[config.mk]
export PLATFORM = sky130hd
export DESIGN_NAME = pipeline_alu_fwd
export DESIGN_NICKNAME = d
export VERILOG_FILES = /design/src/rtl/pipeline_alu_fwd.sv
export SDC_FILE = /design/constraint.sdc
export NUM_CORES = 2
export LEC_CHECK = 0
export BUFFER_PORTS_ARGS = -buffer_cell sky130_fd_sc_hd__buf_2
export CORE_UTILIZATION = 53
export DETAILED_ROUTE_END_ITERATION = 10
export MAX_ROUTING_LAYER = met4
export PLACE_DENSITY = 0.79
export SYNTH_ARGS = -nofsm -noshare
export SYNTH_HDL_FRONTEND = slang
export SYNTH_SLANG_ARGS = --single-unit
[constraint.sdc]
create_clock -name clk -period 6.7 [get_ports clk]
set_input_delay 1.34 -clock clk [delete_from_list [all_inputs] [get_ports clk]]
set_output_delay 1.34 -clock clk [all_outputs]
set_load 0.01 [all_outputs]
[src/rtl/pipeline_alu_fwd.sv]
// pipeline_alu_fwd: ID/EX/WB register-file ALU pipeline, Out two edges after issue, stall freezes all state.
// Optional operand forwarding from EX and WB into ID is built when PIPELINE_ALU_FWD_EN is defined.
module pipeline_alu_fwd #(
  parameter int DATA_W   = 32,
  parameter int NUM_REGS = 32
) (
  input  logic              clk,
  input  logic              rst,
  input  logic [31:0]       InstrIn,
  input  logic              in_valid,
  input  logic              stall,
  output logic [DATA_W-1:0] Out,
  output logic              out_valid,
  output logic [4:0]        out_dst
);

  localparam int AW = (NUM_REGS > 1) ? $clog2(NUM_REGS) : 1;

  localparam logic [5:0] OP_ADD = 6'd0;
  localparam logic [5:0] OP_SUB = 6'd1;
  localparam logic [5:0] OP_AND = 6'd2;
  localparam logic [5:0] OP_OR  = 6'd3;
  localparam logic [5:0] OP_XOR = 6'd4;
  localparam logic [5:0] OP_SLT = 6'd5;

  logic [DATA_W-1:0] rf [NUM_REGS];

  logic              id_vld;
  logic [20:0]       id_instr;
  logic              ex_vld;
  logic              ex_wr;
  logic [5:0]        ex_op;
  logic [4:0]        ex_dst;
  logic [DATA_W-1:0] ex_a;
  logic [DATA_W-1:0] ex_b;

  logic [5:0]        id_op;
  logic [4:0]        id_srca;
  logic [4:0]        id_srcb;
  logic [4:0]        id_dst;
  logic [DATA_W-1:0] rd_a;
  logic [DATA_W-1:0] rd_b;
  logic [DATA_W-1:0] opa;
  logic [DATA_W-1:0] opb;
  logic [DATA_W-1:0] alu_res;
  logic              unused_instr_bits;

  assign unused_instr_bits = ^InstrIn[10:0];

  assign id_op   = id_instr[20:15];
  assign id_srca = id_instr[14:10];
  assign id_srcb = id_instr[9:5];
  assign id_dst  = id_instr[4:0];

  // R0 and indices beyond NUM_REGS are hardwired zero and never written
  function automatic logic in_range(input logic [4:0] idx);
    return (idx != 5'd0) && (int'(idx) < NUM_REGS);
  endfunction

  function automatic logic is_alu(input logic [5:0] op);
    return op <= OP_SLT;
  endfunction

  always_comb begin
    rd_a = '0;
    rd_b = '0;
    if (in_range(id_srca)) rd_a = rf[id_srca[AW-1:0]];
    if (in_range(id_srcb)) rd_b = rf[id_srcb[AW-1:0]];
  end

  always_comb begin
    opa = rd_a;
    opb = rd_b;
`ifdef PIPELINE_ALU_FWD_EN
    if (out_valid && in_range(out_dst)) begin
      if (out_dst == id_srca) opa = Out;
      if (out_dst == id_srcb) opb = Out;
    end
    // EX is the younger producer, so it overrides WB
    if (ex_vld && ex_wr && in_range(ex_dst)) begin
      if (ex_dst == id_srca) opa = alu_res;
      if (ex_dst == id_srcb) opb = alu_res;
    end
`endif
  end

  always_comb begin
    alu_res = '0;
    case (ex_op)
      OP_ADD:  alu_res = ex_a + ex_b;
      OP_SUB:  alu_res = ex_a - ex_b;
      OP_AND:  alu_res = ex_a & ex_b;
      OP_OR:   alu_res = ex_a | ex_b;
      OP_XOR:  alu_res = ex_a ^ ex_b;
      OP_SLT:  alu_res = {{(DATA_W-1){1'b0}}, ($signed(ex_a) < $signed(ex_b))};
      default: alu_res = '0;
    endcase
  end

  always_ff @(posedge clk) begin
    if (!rst) begin
      id_vld    <= 1'b0;
      id_instr  <= '0;
      ex_vld    <= 1'b0;
      ex_wr     <= 1'b0;
      ex_op     <= '0;
      ex_dst    <= '0;
      ex_a      <= '0;
      ex_b      <= '0;
      Out       <= '0;
      out_valid <= 1'b0;
      out_dst   <= '0;
      for (int i = 0; i < NUM_REGS; i++) rf[i] <= DATA_W'(i);
    end else if (!stall) begin
      id_vld    <= in_valid;
      id_instr  <= InstrIn[31:11];
      ex_vld    <= id_vld;
      ex_wr     <= id_vld && is_alu(id_op);
      ex_op     <= id_op;
      ex_dst    <= id_dst;
      ex_a      <= opa;
      ex_b      <= opb;
      Out       <= (ex_vld && ex_wr) ? alu_res : '0;
      out_valid <= ex_vld && ex_wr;
      out_dst   <= ex_dst;
      if (out_valid && in_range(out_dst)) rf[out_dst[AW-1:0]] <= Out;
    end
  end

endmodule

# ---- Yosys cells after proc, flatten, opt, wreduce, memory -nomap -nowiden
# Memories as Yosys holds them, arrays and structs flattened. A register that Yosys moved wholly into a read port is not among the register bits.
# Cells that the tools add are included.
dict set report totals {
  reg_bits 137
  ram_bits 1024
  in_bits 36
  output_inout_bits 38
  elab_cells 48
  memories 1
}
dict set report op_classes {
  n_addsub 2
  n_lt_le_gt_ge 2
  n_eq_ne 5
  muxes 16
  bitwise 3
  n_reduce_logical 8
}
# name words width rd rd_ports_with_merged_regs write_ports line
set mem_list {}
lappend mem_list {rf 32 32 2 2 32 26} ;# logic [DATA_W-1:0] rf [NUM_REGS];
# op count
set ops {}
lappend ops {{32-bit case mux with 6 select lines} 1}
lappend ops {{32-bit two-way mux} 4}
lappend ops {{32-bit adder} 1}
lappend ops {{32-bit AND} 1}
lappend ops {{32-bit < comparator} 1}
lappend ops {{32-bit OR} 1}
lappend ops {{32-bit OR reduction} 1}
lappend ops {{32-bit subtractor} 1}
lappend ops {{32-bit bitwise XOR} 1}
lappend ops {{5-bit two-way mux} 5}
lappend ops {{5-bit nonzero test} 3}
lappend ops {{6-bit by 2-bit == test with 1-bit output (second input constant)} 2}
lappend ops {{6-bit by 3-bit == test with 1-bit output (second input constant)} 2}
lappend ops {{6-bit by 1-bit == test with 1-bit output (second input constant)} 1}
lappend ops {{6-bit by 3-bit <= comparator with 1-bit output (second input constant)} 1}
lappend ops {{6-bit zero test} 1}
lappend ops {{1-bit two-way mux} 6}
lappend ops {{1-bit logical AND} 3}

# ---- Longest topological paths before layout
dict set report depth {
  ltp_word 8
  depth_mapped 14
}

# ---- Worst setup path before layout
# No wires, ideal clock.
dict set report synth_timing {
  kind {in2reg}
  startpoint {in rst}
  endpoint {mem rf[3][0], enable pin}
  t_arrival_ps 4412
  setup_slack_ps 1823
  cell_stages 6
  path_cell_list {nand2_1 > nor2_1 > nand3_1 > clkbuf_1 > clkbuf_1 > o21ai_0}
}
# element line
set synth_rtl {}
lappend synth_rtl {{start, declared} 8} ;# input logic rst,
lappend synth_rtl {{end, declared} 26}

# ---- Worst setup path in the final report
dict set report layout_timing {
  startpoint {reg ex_a[1]}
  endpoint {reg Out[23]}
}
dict set report layout_between {
  elab_chain_len 3
}
# element line
set layout_rtl {}
lappend layout_rtl {{start, declared} 34} ;# logic [DATA_W-1:0] ex_a;
lappend layout_rtl {{start signal, assigned} 121} ;# ex_a <= opa;
lappend layout_rtl {{32-bit subtractor / 32-bit adder (equally long branches)} {91, 90}}
lappend layout_rtl {{32-bit case mux with 6 select lines *} 89} ;# case (ex_op)
lappend layout_rtl {{32-bit two-way mux *} 123} ;# Out <= (ex_vld && ex_wr) ? alu_res : '0;
lappend layout_rtl {{end signal, assigned} 123}
lappend layout_rtl {{end, declared} 12} ;# output logic [DATA_W-1:0] Out,
# Every way passes the cells marked *; elsewhere a longest branch is shown, timed or not.
# A chain may end at the register's enable or synchronous reset.

==> impl_metrics.json <==
{
  "finalSetupTns_ns": 0,
  "clock.fmax_mhz": 254,
  "post-route-period-util": 0.587,
  "swShare": 0.250,
  "comb_power_share": 0.125,
  "path_delay_family": "compound AO/OA/AOI/OAI gates",
  "pwr_density_cell_nw_per_um2": 247,
  "highest_layer": "met4",
  "path_cells": "inv_1 -> ha_1 -> a211oi_1 -> o21ai_0 -> or2_2 -> a31oi_1 -> o21ai_1 -> a41oi_1 -> mux2i_1 -> xnor2_1 -> a222oi_1 -> o21ai_1",
  "tightest_slew_ns": 1.31,
  "drt-pass1-iter-count": 9,
  "die_x_um": 349,
  "crit_fanout": 6,
  "final_area_um2": 70000,
  "cp_num_buf_inv": 1,
  "ioPinCount": 74,
  "rsz0062_at_grt": "no",
  "placedCellCount": 5837,
  "syn_area_um2": 63800,
  "synth_cell_types": 80,
  "seqPwrFrac": 0.483,
  "synthFlopType": "edfxtp_1",
  "met3_length_um": 29900,
  "htreeDepth": 3,
  "synth_edf_count": 1024,
  "antenna_found_initial": 18,
  "max-cap-violations": 0,
  "placed_area_um2": 66100,
  "portBuffers": 62,
  "regArea_um2": 33700,
  "yosysTopAreaCellShare": 0.482,
  "synthTopCellsByArea": "edfxtp_1, mux4_2, and2_1",
  "hold_end": "ex_dst[2]",
  "start_kind": "flop",
  "crit_required_ns": 7.27,
  "wl_per_cell_um": 33.0,
  "p_leak_nw": 23.8,
  "ys_warn_count": 0,
  "multiInputGateArea_um2": 28500,
  "root_buffer": "clkbuf_16",
  "syn_area_per_cell_um2": 14.3,
  "vias_per_cell": 6.94,
  "grt_max_degree": 78,
  "route.met2.wl_um": 93100,
  "r2r_slack_ns": 2.77,
  "slew_headroom": 0.123,
  "clock_sinks": 1171,
  "cpPeakStageDelay_ns": 0.57,
  "power.switching_mw": 4.32,
  "clockPowerShare": 0.392,
  "final.setup_skew_ns": 0.0426,
  "hold_ws_ns": 0.494,
  "p_int_mw": 13.0,
  "reg2reg_to": "Out[23]",
  "utilization": 0.590,
  "area_growth_pct": 9.80,
  "final-setup-viol-count": 0,
  "cts.path.max_buffers": 3,
  "ir_drop_v": 0.000225,
  "initial_core_util": 0.537,
  "fin_crit_ns": 3.93,
  "worstSetupPathType": "reg -> reg",
  "crit_arrival_ns": 4.50,
  "cts.clk_slew.worst_paths_ns": 0.06,
  "fp.dieH_um": 349,
  "async_flop_share": 0,
  "routed_wl_um": 200000,
  "drt_iter0_markers": 7092,
  "clk_latency_ns": 0.73,
  "ff2ff_path_depth": 12,
  "place_congestion": 0.942,
  "ys_seq_area_frac": 0.528,
  "rows": 126,
  "ys_ff_latch": 1171,
  "cts_tree": "done",
  "final_cells": 6065,
  "core_area_um2": 119000,
  "post_cts_resized": 0,
  "cpMostUsedCell": "o21ai_1",
  "grt_pass1_wl_um": 286000,
  "met1Wirelength_um": 64900,
  "syn_inst": 4465,
  "layout-drive-gt1-share": 0.248,
  "fin_nets": 4497,
  "worst_path_max_delay_cell": "a41oi_1",
  "cts_setup_buffers": 0,
  "grt_pass1_vias": 41800,
  "die_area_um2": 122000,
  "numCtsBuffers": 117,
  "ant_nets": 0,
  "whs_path_depth": 2,
  "place_hpwl_um": 117000,
  "r2r_start": "ex_a[1]",
  "hold_path.class": "reg -> reg",
  "fillers": 8634,
  "finalHoldViolations": 0,
  "overflow": 0,
  "end_kind": "flop",
  "num_vias": 42100,
  "synth_area_leader_cell": "edfxtp_1",
  "ctsHoldBuffers": 0,
  "maxSlewViolCount": 0,
  "status": "completed",
  "hold_start": "id_instr[2]",
  "grt_util_all_layers": 0.340,
  "drc_errors": 0
}
==> synth_stat cells (86+ instances only) <==
| library cell | instances |
|---|---|
| edfxtp_1 | 1024 |
| nor2_1 | 291 |
| a21oi_1 | 161 |
| or3_1 | 86 |
| dfxtp_1 | 147 |
| o21ai_0 | 92 |
| mux2i_1 | 111 |
| ha_1 | 103 |
| inv_1 | 98 |
| mux4_2 | 641 |
| clkbuf_1 | 358 |
| and2_1 | 920 |
==> layer usage <==
layer,vias up,track usage
li1,16700,-
met1,21000,0.417
met2,3592,0.515
met3,806,0.0918
met4,0,0.188
met5,-,-
==> metrics by stage <==
stage,setup slack (ns),power [mW]
after global routing,2.59,17.7
after detailed placement,2.48,10.6
final,2.77,17.3
after global placement,2.55,10.6
after floorplan,1.82,9.92
after CTS,2.90,17.2
==> cells by family after synthesis <==
| kind of cell | count (synthesis) | share of synthesized area |
|---|---|---|
| DFF | 1171 | 0.528 |
| adders and majority gates | 105 | 0.0208 |
| AOI/OAI and AO/OA | 410 | 0.0405 |
| xor gates and xnor gates | 18 | 0.00247 |
| and+or+nand+nor | 1456 | 0.128 |
| other | 1 | 0.0000588 |
| muxes | 752 | 0.244 |
| buffers and inverters | 552 | 0.0357 |
==> worst max path at each step <==
stage	start	cells past startpoint	endpoint	slack, ns
6_report	ex_a[1]	12	Out[23]	2.77
5_1_grt	ex_a[1]	12	Out[23]	2.59
4_1_cts	ex_a[1]	12	Out[23]	2.90
3_5_place_dp	stall	6	rf[27][17]	2.48
3_3_place_gp	stall	6	rf[27][13]	2.55
2_1_floorplan	rst	6	rf[3][0]	1.82
==> tightest hold or removal path, cell delays in order (launching register included) <==
cell and delay, ns:
dfxtp_1 0.33, mux2i_1 0.06, nor2_1 0.07
==> final cells by class <==
cell class / count / area share
tap: 1600 / 0.0286
antenna: 9 / 0.000322
inverter: 99 / 0.00538
sequential: 1171 / 0.482
multi-input combinational: 2773 / 0.406
clock inverter: 74 / 0.0110
timing repair buffer: 194 / 0.0219
clock buffer: 145 / 0.0448
==> sequential cells by signal, indices dropped and copies added (netlist names), named ones only <==
signal	flops
out_dst	5
out_valid	1
Out	32
ex_dst	5
id_instr	21
ex_wr	1
ex_op	6
ex_a	32
rf	1024
ex_b	32
ex_vld	1
id_vld	1
==> power by group through the flow <==
stage | Sequential [mW] | Combinational, mW | Clock, mW
5_1_grt | 8.38 | 2.25 | 7.03
4_1_cts | 8.35 | 2.11 | 6.78
3_5_place_dp | 8.50 | 2.10 | 0
6_report | 8.36 | 2.17 | 6.78
2_1_floorplan | 8.42 | 1.50 | 0
3_3_place_gp | 8.47 | 2.08 | 0
==> placed cells by master, fill, tap and decap left out, drive strengths merged, types with 101 or more instances in the layout <==
cell type	instances
a21oi	162
and2	922
buf	194
clkbuf	145
dfxtp	147
edfxtp	1024
ha	103
inv	101
mux2i	111
mux4	641
nor2	292
No activity file was read; power rests on OpenSTA's default activity.
